## config.mk

```make
export PLATFORM = sky130hd
export DESIGN_NAME = row_mem_scatter_ctrl_flat
export DESIGN_NICKNAME = d
export VERILOG_FILES = /design/src/rtl/row_mem_scatter_ctrl_if.sv /design/src/rtl/row_mem_scatter_ctrl.sv /design/src/flat_wrapper.sv
export SDC_FILE = /design/constraint.sdc
export NUM_CORES = 1
export LEC_CHECK = 0
export BUFFER_PORTS_ARGS = -buffer_cell sky130_fd_sc_hd__clkbuf_2
export CORE_UTILIZATION = 52
export DETAILED_ROUTE_END_ITERATION = 10
export GPL_TIMING_DRIVEN = 0
export PLACE_DENSITY = 0.8
export SETUP_SLACK_MARGIN = 0.02
export SYNTH_ARGS = -nofsm -noshare
export SYNTH_HDL_FRONTEND = slang
export SYNTH_SLANG_ARGS = --single-unit
```

## constraint.sdc

```tcl
create_clock -name clk -period 5.7 [get_ports clk]
set_input_delay 0 -clock clk [delete_from_list [all_inputs] [get_ports clk]]
set_output_delay 0 -clock clk [all_outputs]
set_load 0.02 [all_outputs]
```

## src/rtl/row_mem_scatter_ctrl_if.sv

```systemverilog
// Valid/ready byte stream from the global-buffer read port into the row-memory scatter engine.
interface row_mem_scatter_ctrl_if #(
  parameter int DATA_BW = 8
);
  logic                      in_valid;
  logic                      in_ready;
  logic signed [DATA_BW-1:0] in_data;

  modport master (output in_valid, output in_data, input in_ready);
  modport slave  (input in_valid, input in_data, output in_ready);
endinterface

```

## src/rtl/row_mem_scatter_ctrl.sv

```systemverilog
// Scatters a linear element stream into NUM_ROW_MEM row memories using a runtime
// row length, interleave group, pass count and pass step.
module row_mem_scatter_ctrl #(
  parameter int DATA_BW     = 8,
  parameter int ROW_ADDR_W  = 6,
  parameter int NUM_ROW_MEM = 96,
  parameter int ROW_STRIDE  = 32,
  parameter int IDX_W       = $clog2(NUM_ROW_MEM) + 1
) (
  input  logic                      clk,
  input  logic                      resetn,
  input  logic                      start,
  input  logic                      abort,
  input  logic [ROW_ADDR_W:0]       cfg_row_len,
  input  logic [7:0]                cfg_num_rows,
  input  logic [2:0]                cfg_group,
  input  logic [1:0]                cfg_num_pass,
  input  logic [IDX_W-1:0]          cfg_pass_step,
  row_mem_scatter_ctrl_if.slave     stream,
  output logic signed [DATA_BW-1:0] out_data,
  output logic [ROW_ADDR_W-1:0]     out_addr,
  output logic [NUM_ROW_MEM-1:0]    out_en,
  output logic [NUM_ROW_MEM-1:0]    out_we,
  output logic [NUM_ROW_MEM-1:0]    row_active,
  output logic                      busy,
  output logic                      done,
  output logic                      err
);

  localparam int CW = ROW_ADDR_W + 1;

  typedef enum logic [1:0] {IDLE, LOAD, DONE} state_t;
  state_t state;

  logic [CW-1:0]    row_len_q;
  logic [7:0]       num_rows_q;
  logic [2:0]       group_q;
  logic [1:0]       num_pass_q;
  logic [IDX_W-1:0] step_q;

  logic [CW-1:0] col;
  logic [2:0]    grp;
  logic [7:0]    sub;
  logic [7:0]    row_cnt;
  logic [1:0]    pass;

  logic                   accept;
  logic                   col_last;
  logic                   row_last;
  logic                   job_last;
  logic                   bad_cfg;
  logic                   in_range;
  logic [31:0]            r_full;
  logic [NUM_ROW_MEM-1:0] onehot;

  assign stream.in_ready = (state == LOAD) && !abort;
  assign accept          = stream.in_valid && stream.in_ready;

  assign col_last = (col == row_len_q - CW'(1));
  assign row_last = (row_cnt == num_rows_q - 8'd1);
  assign job_last = col_last && row_last && (pass == num_pass_q);
  assign bad_cfg  = (cfg_row_len == '0) || (cfg_num_rows == 8'd0) || (cfg_group == 3'd0);

  // Row index kept at 32 bits so an out-of-range index is never aliased back into range
  always_comb begin
    r_full   = 32'(pass) * 32'(step_q) + 32'(grp) * 32'(ROW_STRIDE) + 32'(sub);
    in_range = (r_full < 32'(NUM_ROW_MEM));
    onehot   = '0;
    for (int i = 0; i < NUM_ROW_MEM; i++) onehot[i] = (r_full == 32'(i));
  end

  always_ff @(posedge clk or negedge resetn) begin
    if (!resetn) begin
      state      <= IDLE;
      row_len_q  <= '0;
      num_rows_q <= '0;
      group_q    <= '0;
      num_pass_q <= '0;
      step_q     <= '0;
      col        <= '0;
      grp        <= '0;
      sub        <= '0;
      row_cnt    <= '0;
      pass       <= '0;
      out_data   <= '0;
      out_addr   <= '0;
      out_en     <= '0;
      out_we     <= '0;
      row_active <= '0;
      busy       <= 1'b0;
      done       <= 1'b0;
      err        <= 1'b0;
    end else begin
      out_en <= '0;
      out_we <= '0;
      done   <= 1'b0;
      case (state)
        IDLE: begin
          if (start) begin
            row_len_q  <= cfg_row_len;
            num_rows_q <= cfg_num_rows;
            group_q    <= cfg_group;
            num_pass_q <= cfg_num_pass;
            step_q     <= cfg_pass_step;
            col        <= '0;
            grp        <= '0;
            sub        <= '0;
            row_cnt    <= '0;
            pass       <= '0;
            row_active <= '0;
            busy       <= 1'b1;
            if (bad_cfg) begin
              state <= DONE;
              done  <= 1'b1;
              err   <= 1'b1;
            end else begin
              state <= LOAD;
              err   <= 1'b0;
            end
          end
        end
        LOAD: begin
          if (abort) begin
            state    <= IDLE;
            busy     <= 1'b0;
            out_addr <= '0;
            out_data <= '0;
          end else if (accept) begin
            // Write stage: one-hot strobe lands one cycle after the accepted beat
            out_en     <= onehot;
            out_we     <= onehot;
            out_addr   <= col[ROW_ADDR_W-1:0];
            out_data   <= stream.in_data;
            row_active <= row_active | onehot;
            if (!in_range) err <= 1'b1;
            if (col_last) begin
              col <= '0;
              if (row_last) begin
                row_cnt <= '0;
                grp     <= '0;
                sub     <= '0;
                pass    <= pass + 2'd1;
              end else begin
                row_cnt <= row_cnt + 8'd1;
                if (grp == group_q - 3'd1) begin
                  grp <= '0;
                  sub <= sub + 8'd1;
                end else begin
                  grp <= grp + 3'd1;
                end
              end
            end else begin
              col <= col + CW'(1);
            end
            if (job_last) begin
              state <= DONE;
              done  <= 1'b1;
            end
          end
        end
        DONE: begin
          state <= IDLE;
          busy  <= 1'b0;
        end
        default: begin
          state <= IDLE;
          busy  <= 1'b0;
        end
      endcase
    end
  end

endmodule

```

## src/flat_wrapper.sv

```systemverilog
// flat-port wrapper written by rule: the top's interface ports become plain ports
module row_mem_scatter_ctrl_flat 
#(
  parameter int DATA_BW     = 8,
  parameter int ROW_ADDR_W  = 6,
  parameter int NUM_ROW_MEM = 96,
  parameter int ROW_STRIDE  = 32,
  parameter int IDX_W       = $clog2(NUM_ROW_MEM) + 1
)
  (clk, resetn, start, abort, cfg_row_len, cfg_num_rows, cfg_group, cfg_num_pass, cfg_pass_step, out_data, out_addr, out_en, out_we, row_active, busy, done, err, stream_in_valid, stream_in_data, stream_in_ready);
  row_mem_scatter_ctrl_if #(.DATA_BW(DATA_BW)) stream_i ();
  input  logic clk;
  input  logic resetn;
  input  logic start;
  input  logic abort;
  input  logic [ROW_ADDR_W:0] cfg_row_len;
  input  logic [7:0] cfg_num_rows;
  input  logic [2:0] cfg_group;
  input  logic [1:0] cfg_num_pass;
  input  logic [IDX_W-1:0] cfg_pass_step;
  output logic signed [DATA_BW-1:0] out_data;
  output logic [ROW_ADDR_W-1:0] out_addr;
  output logic [NUM_ROW_MEM-1:0] out_en;
  output logic [NUM_ROW_MEM-1:0] out_we;
  output logic [NUM_ROW_MEM-1:0] row_active;
  output logic busy;
  output logic done;
  output logic err;
  input wire logic [$bits(stream_i.in_valid)-1:0] stream_in_valid;
  input wire logic [$bits(stream_i.in_data)-1:0] stream_in_data;
  output wire logic [$bits(stream_i.in_ready)-1:0] stream_in_ready;
  assign stream_i.in_valid = stream_in_valid;
  assign stream_i.in_data = stream_in_data;
  assign stream_in_ready = stream_i.in_ready;
  row_mem_scatter_ctrl #(.DATA_BW(DATA_BW), .ROW_ADDR_W(ROW_ADDR_W), .NUM_ROW_MEM(NUM_ROW_MEM), .ROW_STRIDE(ROW_STRIDE), .IDX_W(IDX_W)) u_core (.clk(clk), .resetn(resetn), .start(start), .abort(abort), .cfg_row_len(cfg_row_len), .cfg_num_rows(cfg_num_rows), .cfg_group(cfg_group), .cfg_num_pass(cfg_num_pass), .cfg_pass_step(cfg_pass_step), .stream(stream_i), .out_data(out_data), .out_addr(out_addr), .out_en(out_en), .out_we(out_we), .row_active(row_active), .busy(busy), .done(done), .err(err));
endmodule
```

==> flow_metrics.tcl <==
set metrics [dict create \
    syn_area_sq_mm 0.0120 \
    synth-seq-cells 267 \
    syn_area_per_cell_sq_um 10.0 \
    reg2reg_to "u_core.out_en[40]" \
    cp.required_ps 6130 \
    rsz0062_at_grt "false" \
    status "finished, final reports clean" \
    rows 55 \
    syn_nets 1271 \
    hold_end "u_core.row_len_q[1]" \
    antenna_found_initial 0 \
    drtPass1Iterations 5 \
    crit_buf_inv 2 \
    fillCellCount 1699 \
    worst_hold_startpoint "start" \
    grt_first_pass_wirelength_mm 59.5 \
    clock-sinks 267 \
    p_per_area_mw_per_mm2 371 \
    routed_wl_mm 38.9 \
    portBuffers 346 \
    die_h_um 154 \
    wire_per_inst_um 20.2 \
    synth-main-ff-cell "dfrtp_1" \
    antennaDiodeCount 0 \
    min_path_type "in -> reg" \
    yosysWarnings 0 \
    design.core.area_sq_mm 0.0226 \
    maxCapViolCount 0 \
    cts.hold.buffers_added 42 \
    ys_async_sr_fraction_pct 100 \
    rr_worst_depth 17 \
    netlist-cell-type-count 64 \
    total_power_w 0.00580 \
    slew_violations 0 \
    finalClockSkew_ps 25.6 \
    yosysSeqAreaShare_pct 55.5 \
    die_x_um 154 \
    worstSetupEndpointType "flop" \
    ys_top_cells_by_area "dfrtp_1 (55%), nand2_1 (6.2%), buf_4 (6.0%)" \
    yosysTopAreaCell "dfrtp_1" \
    grt_pass1_vias 10400 \
    cp_top_family "compound AO/OA/AOI/OAI gates" \
    drt_iter0_markers 886 \
    path_clk_slew_ps 60 \
    crit_arrival_ps 5720 \
    h-tree-depth 1 \
    final_nets 1690 \
    setup_viol 0 \
    gp_congestion 0.922 \
    drt_drc_violations_left 0 \
    min_period_ps 5290 \
    slowest_delay_ps 780 \
    cts_buffers 27 \
    grt_max_degree 122 \
    cts-root-buf "clkbuf_16" \
    hold_viol 0 \
    cts_resized 0 \
    worstHoldPathCells 5 \
    holdWs_ps 131 \
    max_freq_ghz 0.189 \
    path_class "reg -> reg" \
    synthToLayoutAreaGrowth_pct 29.8 \
    min_period_over_period_pct 92.8 \
    cpMaxStageDelayCell "a2111oi_0" \
    overflow 0 \
    crit_cells 17 \
    vias 10600 \
    viasPerCell 5.52 \
    ir_drop_v 0.000215 \
    synth_top_cell_area_share_pct 55.5 \
    hpwl_mm 27.9 \
    slew_headroom_pct 37.6 \
    drive_gt1_share_pct 32.3 \
    synth_edf_count 0 \
    crit_path_frequent_cell "ha_1" \
    worst_pin_slew_ps 912 \
    top_level_ports 347 \
    path_max_fanout 10 \
    critPathLaunchType "flop" \
    antenna_left 0 \
    rr_startpoint "u_core.pass[0]" \
    track_usage_pct 33.0 \
    rrSetupSlack_ps 410 \
    cts_buffer_depth 3 \
    p_leak_nw 8.15 \
    synthCells 1199 \
    clk_latency_ps 570 \
    cts_tree "built" \
    post_cts_buffers 0 \
    start_util_pct 53.2 \
    cp_cell_sequence "clkbuf_1, and2_1, ha_1, ha_1, a21o_1, a21oi_1, o21bai_1, a21oi_1, xnor2_1, ha_1, a2111oi_0, nand3_1, or3_1, a21boi_4, nand4_1, clkbuf_1, nor2_1" \
    die-area_sq_mm 0.0238 \
]
-- layout by cell type, fill, tap and decap left out, drive strengths merged, types with 3 or more instances in the layout --
cell type / netlist / routed
fa: 5 / 5
clkbuf: 50 / 432
nor2b: 6 / 6
a22o: 16 / 16
or4b: 4 / 4
nor3: 11 / 11
buf: 116 / 119
and2: 16 / 16
a211oi: 6 / 6
and3: 7 / 7
o211ai: 5 / 5
or3: 8 / 8
nand3b: 5 / 5
a21o: 6 / 6
bufinv: 0 / 7
xor2: 12 / 12
xnor2: 23 / 23
clkinv: 0 / 3
o21a: 5 / 5
nand2: 200 / 200
a31oi: 13 / 13
a2111oi: 3 / 3
inv: 34 / 36
nand4b: 7 / 7
a21oi: 12 / 12
o21ai: 131 / 131
nand3: 21 / 21
nand2b: 4 / 4
dfrtp: 267 / 267
or4: 7 / 7
nor4: 4 / 4
dlygate4sd3: 0 / 41
nand4: 13 / 13
ha: 26 / 26
o31ai: 5 / 5
nor2: 121 / 121
a21boi: 3 / 3
-- synth_stat cells (11+ instances only) --
master and n:
dfrtp_1 267, nand2_1 200, nor2_1 121, o21ai_0 99
buf_4 97, clkbuf_1 50, inv_1 34, ha_1 26
xnor2_1 23, nand3_1 21, o21ai_1 21, a22o_1 16
and2_1 16, a31oi_1 13, buf_2 13, nand4_1 13
a21oi_1 12, xor2_1 12, nor3_1 11
-- registers in the layout, summed over array words and instances (netlist names) --
name and flops:
u_core.col 7, u_core.row_cnt 8, u_core.done 1, u_core.row_active 96, u_core.grp 3, u_core.group_q 3
u_core.num_pass_q 2, u_core.out_addr 6, u_core.row_len_q 7, u_core.err 1, u_core.out_en 96, u_core.state 2
u_core.pass 2, u_core.out_data 8, u_core.step_q 8, u_core.busy 1, u_core.num_rows_q 8, u_core.sub 8
-- routing by layer --
| layer | vias up | part of all wire, % | global-route usage (%) |
|---|---|---|---|
| met1 | 5193 | 38 | 40.4 |
| met4 | 0 | 5.5 | 17.2 |
| li1 | 4758 | - | - |
| met2 | 531 | 48 | 54.9 |
| met3 | 139 | 8.3 | 7.19 |
| met5 | - | 0 | 0 |
-- per-stage QoR --
stage	cells	setup TNS [ps]	instance area (sq um)	utilization (%)	setup slack, ps
after global placement	1830	-179760	14100	62.4	-697
after detailed placement	1832	0	14200	62.7	569
after global routing	1923	0	15600	69.1	172
after floorplan	1199	0	12000	-	1690
after CTS	1923	0	15600	69.1	522
final	1923	0	15600	69.1	412
-- area by class of cell --
class | count | area [sq um] | share of cell area, %
repair buffers | 390 | 2230 | 14.2
clock buffers | 36 | 749 | 4.79
plain buffers | 166 | 1050 | 6.71
clock inverters | 13 | 262 | 1.67
inverters | 34 | 128 | 0.816
multi-input cells | 732 | 4180 | 26.8
flip-flops and latches | 267 | 6680 | 42.7
well taps | 285 | 357 | 2.28
-- worst max path at each step --
stage	startpoint	end	slack [ps]
after detailed placement	u_core.pass[0]	u_core.out_en[40]	570
after global placement	resetn	u_core.out_en[5]	-700
after global routing	u_core.pass[0]	u_core.out_en[40]	170
after CTS	u_core.pass[0]	u_core.out_en[40]	520
after floorplan	u_core.pass[0]	u_core.out_en[14]	1690
final	u_core.pass[0]	u_core.out_en[40]	410
-- cells by family (layout without fill, tap and decap cells) --
logic type      count (synthesis)  after routing  synth area share (%)
simple gates                  441            441                  16.5
flops                         267            267                  55.5
compound gates                221            221                  11.7
mux                             3              3                 0.260
buf+inv                       200            639                  9.77
xor+xnor                       36             36                  2.73
fa+ha+maj                      31             31                  3.53
-- power breakdown --
group,leakage [nW],switching (W),internal (W)
sequential,3.66,0.000142,0.00202
combinational,4.00,0.00107,0.000536
clock,0.493,0.000785,0.00125
-- worst register-to-register path, delay by kind of cell (launching register included) --
kind / cells / cell delay, ps
xor+xnor: 1 / 110
simple gates: 5 / 1370
compound gates: 6 / 1900
buf+inv: 2 / 670
flops: 1 / 400
fa+ha+maj: 3 / 730
Power figures use the tool's default switching activity.
